--- src/rtl/l4_pkg.sv ---
// Shared types and constants for the lab 4 instruction-fetch sequencer.
package l4_pkg;

   localparam int         ADDR_W  = 8;
   localparam int         INSTR_W = 16;
   localparam logic [3:0] HALT_OP = 4'hF;

   typedef enum logic [1:0] {
      IDLE  = 2'd0,
      RUN   = 2'd1,
      DRAIN = 2'd2,
      DONE  = 2'd3
   } fetch_state_t;

   function automatic logic [3:0] opcode(input logic [INSTR_W-1:0] w);
      return w[INSTR_W-1 -: 4];
   endfunction

endpackage

--- src/rtl/l4_fetch_ctrl.sv ---
// Fetch sequencer: owns the instruction-memory index, captures words into the
// instruction register and hands them to decode over a valid/ready handshake.
module l4_fetch_ctrl #(
   parameter int         ADDR_W   = l4_pkg::ADDR_W,
   parameter int         INSTR_W  = l4_pkg::INSTR_W,
   parameter int         PROG_LEN = 21,
   parameter logic [3:0] HALT_OP  = l4_pkg::HALT_OP
) (
   input  logic               clk,
   input  logic               rst_n,
   input  logic               start,
   output logic [ADDR_W-1:0]  count,
   input  logic [INSTR_W-1:0] mem_data,
   output logic [INSTR_W-1:0] instr,
   output logic               instr_valid,
   input  logic               instr_ready,
   input  logic               branch_en,
   input  logic [ADDR_W-1:0]  branch_target,
   output logic               busy,
   output logic               halted,
   output logic               range_err
);
   import l4_pkg::*;

   // One extra bit so PROG_LEN = 256 never compares as reached.
   localparam logic [ADDR_W:0] LP_LEN = (ADDR_W+1)'(PROG_LEN);

   fetch_state_t       r_state;
   logic [ADDR_W-1:0]  r_count;
   logic [INSTR_W-1:0] r_instr;
   logic               r_valid;
   logic               r_range_err;

   logic w_hs;
   logic w_slot;
   logic w_past_end;
   logic w_is_halt;

   assign w_hs       = r_valid & instr_ready;
   assign w_slot     = ~r_valid | w_hs;
   assign w_past_end = ({1'b0, r_count} >= LP_LEN);
   assign w_is_halt  = (opcode(mem_data) == HALT_OP);

   always_ff @(posedge clk or negedge rst_n) begin
      if (!rst_n) begin
         r_state     <= IDLE;
         r_count     <= '0;
         r_instr     <= '0;
         r_valid     <= 1'b0;
         r_range_err <= 1'b0;
      end else begin
         case (r_state)
            IDLE, DONE: begin
               if (start) begin
                  r_count     <= '0;
                  r_range_err <= 1'b0;
                  r_state     <= RUN;
               end
            end
            RUN: begin
               if (w_slot) begin
                  if (w_hs && branch_en) begin
                     r_valid <= 1'b0;
                     r_count <= branch_target;
                  end else if (w_past_end) begin
                     r_valid     <= 1'b0;
                     r_range_err <= 1'b1;
                     r_state     <= DONE;
                  end else begin
                     r_instr <= mem_data;
                     r_valid <= 1'b1;
                     // The halt word keeps count pointing at itself.
                     if (w_is_halt)
                        r_state <= DRAIN;
                     else
                        r_count <= r_count + 1'b1;
                  end
               end
            end
            DRAIN: begin
               if (w_hs) begin
                  r_valid <= 1'b0;
                  r_state <= DONE;
               end
            end
            default: r_state <= IDLE;
         endcase
      end
   end

   assign count       = r_count;
   assign instr       = r_instr;
   assign instr_valid = r_valid;
   assign range_err   = r_range_err;
   assign busy        = (r_state == RUN) || (r_state == DRAIN);
   assign halted      = (r_state == DONE);

endmodule

--- config.mk ---
export PLATFORM = sky130hd
export DESIGN_NAME = l4_fetch_ctrl
export DESIGN_NICKNAME = d
export VERILOG_FILES = /design/src/rtl/l4_pkg.sv /design/src/rtl/l4_fetch_ctrl.sv
export SDC_FILE = /design/constraint.sdc
export NUM_CORES = 1
export LEC_CHECK = 0
export CORE_MARGIN = 2
export CORE_UTILIZATION = 39
export DETAILED_ROUTE_END_ITERATION = 8
export PLACE_DENSITY = 0.76
export SKIP_CTS_REPAIR_TIMING = 1
export SYNTH_ARGS = -nofsm -noshare
export SYNTH_HDL_FRONTEND = slang
export SYNTH_SLANG_ARGS = --single-unit
export TNS_END_PERCENT = 100
--- constraint.sdc ---
create_clock -name clk -period 2.1 [get_ports clk]
set_clock_uncertainty 0.1 [all_clocks]
set_input_delay 0.21 -clock clk [delete_from_list [all_inputs] [get_ports clk]]
set_output_delay 0.21 -clock clk [all_outputs]
set_load 0.05 [all_outputs]
==> results.md <==
* Status: complete, no violations
* DR pass1 iterations at 4
* Final instance area at 0.00220 mm^2
* CP required at 2250 ps
* Mapped Avg Cell Area at 11.8 um^2
* CORE AREA at 0.00342 mm^2
* Die height at 64.4 um
* Post-DP HPWL at 2.45 mm
* CP Max Fanout at 8
* Final Cycle Share at 0.962
* Fin nets at 220
* Worst hold path type: input port to asynchronous set/reset pin
* Largest net degree at the start of global routing at 29
* Congestion Overflow GR at 0
* Max-Cap Viols at 0
* Area grow syn2layout at 54.9%
* WL per Instance at 14.1 um
* Number of global-route vias before repair at 1236
* DIE AREA at 0.00414 mm^2
* Post-layout util at 0.645
* Sink Count at 28
* DRT antenna net count at 0
* Antenna cells at 0
* Die W at 64.4 um
* Tmin final at 2020 ps
* Core Rows at 21
* CP Data Arrival Time at 2170 ps
* First-pass GRT wire length at 5.48 mm
* Final Max Slew Viols at 0
* Fillers at 285
* Gpl congestion at 0.878
* Initial antenna violation count at 0
* Via-to-Cell Ratio at 5.09
* Detailed-route via count at 1170
* Final-report hold violation count at 0
* Layout cells sized above 1 at 0.207
* Root buffer cell: clkbuf_4
* Critical path type: flip-flop to flip-flop
* Slew headroom at 0.652
* Crit path launch type: flip-flop
* Yosys top cell by area: dfrtp_1
* Endpoints failing setup at 0
* PortBufs at 56
* Cts bufs inserted at 3
* H-tree Lvls at 1
* Clk slew on worst S/H paths at 150 ps
* Seq/Total Area, Yosys at 0.493
* Clock tree buffer depth at 2
* GRT Total Usage at 0.166
* Yosys top cell area share at 0.493
* CTS tree: done
* Initial DRC Count at 66
* Initial Util at 0.416
* Critical path endpoint category: flip-flop
* Post-Synthesis Cells at 120
* Synthesized Nets at 155
* Cell Area, Synth at 0.00142 mm^2
* Fmax achieved at 495 MHz
* Cell Area, Placed at 0.00208 mm^2
* Final WL at 3.25 mm
* I/O pins at 57
* Register area at 707 um^2
* Number of library cell types mapped by synthesis at 39
* Seq cells post-synth at 28
* Syn. warnings at 0
* DRC Markers at 0
* Area of the multi-input gates at 737 um^2
* Setup TNS at 0 ps
* Worst-margin pin slew at 520 ps
* Ranking of synthesized cells by area: dfrtp_1 (49%), mux2_1 (7.9%), ha_1 (5.3%)
* Worst-Skew Late Latency at 320 ps
worst max-delay path, stage by stage (launching register included):
cell and delay, ps:
dfrtp_2 460, inv_1 110, ha_1 150, nor2b_1 230
o21ai_4 140, or2_4 290, a21oi_4 140, buf_12 140
mux2i_1 180
per-layer routing:
layer,routed length (um),part of all wire,global-route usage
met1,1340,0.41,0.208
met2,1500,0.46,0.264
met3,370,0.11,0.0704
met4,34,0.010,0.0452
met5,0,0,0
cell families after synthesis:
| family | after synthesis | share of synthesized area |
|---|---|---|
| DFF | 28 | 0.493 |
| AOI/OAI and AO/OA | 25 | 0.151 |
| buffers and inverters | 11 | 0.0343 |
| muxes | 20 | 0.155 |
| adders and majority gates | 6 | 0.0528 |
| and+or+nand+nor | 30 | 0.114 |
path summary, 6_finish.rpt:
path                       slack, ps             start  depth (start not counted)         to
max in group asynchronous       1470             rst_n                          2   count[4]
hold / removal                   130             rst_n                          2   instr[1]
setup reg to reg                  80          count[1]                          8   count[7]
min in group clk                 320  branch_target[3]                          3   count[3]
hold reg to reg                  400         instr[13]                          1  instr[13]
setup / recovery                  80          count[1]                          8   count[7]
cells in the final DEF, fill, tap and decap left out, types with 2 or more instances in the layout:
master,n
nand2b_1,2
nor2_1,3
a22oi_1,2
a21oi_1,3
clkdlybuf4s50_1,54
inv_1,9
nor2b_1,3
buf_12,2
dfrtp_1,23
o21ai_0,3
mux2_2,6
nand2_1,13
mux2i_1,4
nand3_1,2
a2bb2oi_1,2
mux2_1,10
ha_1,4
clkbuf_4,3
dfrtp_2,5
buf_4,5
synthesized netlist by cell type:
library cell   n
a211o_1        1
o31a_2         1
ha_1           6
mux2_2         6
a22o_1         1
nand2_1       13
and2_1         1
a21oi_4        1
inv_1          9
and4_2         1
o311ai_1       1
o21ai_0        3
a2bb2oi_1      2
clkbuf_1       1
o21ai_2        1
a2111oi_0      1
and3_1         1
dfrtp_1       28
a31o_2         1
o311ai_2       1
a21oi_1        3
nor3_4         1
nand2b_1       2
mux2i_1        4
o22ai_1        1
a2111oi_2      1
a31oi_1        1
a211oi_1       1
mux2_1        10
o31ai_1        1
a2bb2oi_2      1
nor2b_1        3
or2_4          1
buf_6          1
a22oi_1        2
or2_2          1
nand4_1        1
nand3_1        2
nor2_1         3
stage by stage:
step           worst slack, ps  cells  hold slack, ps
4_1_cts                  -33.5    228             145
3_3_place_gp               123    224             367
3_5_place_dp             -17.9    224             377
2_1_floorplan             26.5    120            -186
6_report                  79.9    230             135
5_1_grt                  -3.79    230             176
sequential cells by signal, summed over array words and instances, names as in the netlist:
register     flops
instr_valid      1
count            8
range_err        1
r_state          2
instr           16
cell type report:
cell class / count / area share
multi-input combinational: 81 / 0.335
tap: 46 / 0.0261
clock buffer: 4 / 0.0165
sequential: 28 / 0.321
timing repair buffer: 62 / 0.286
inverter: 9 / 0.0153
Power is left out: the tool's default activity adds up to more than one toggle a clock period on the data nets, which glitch-free logic cannot reach.
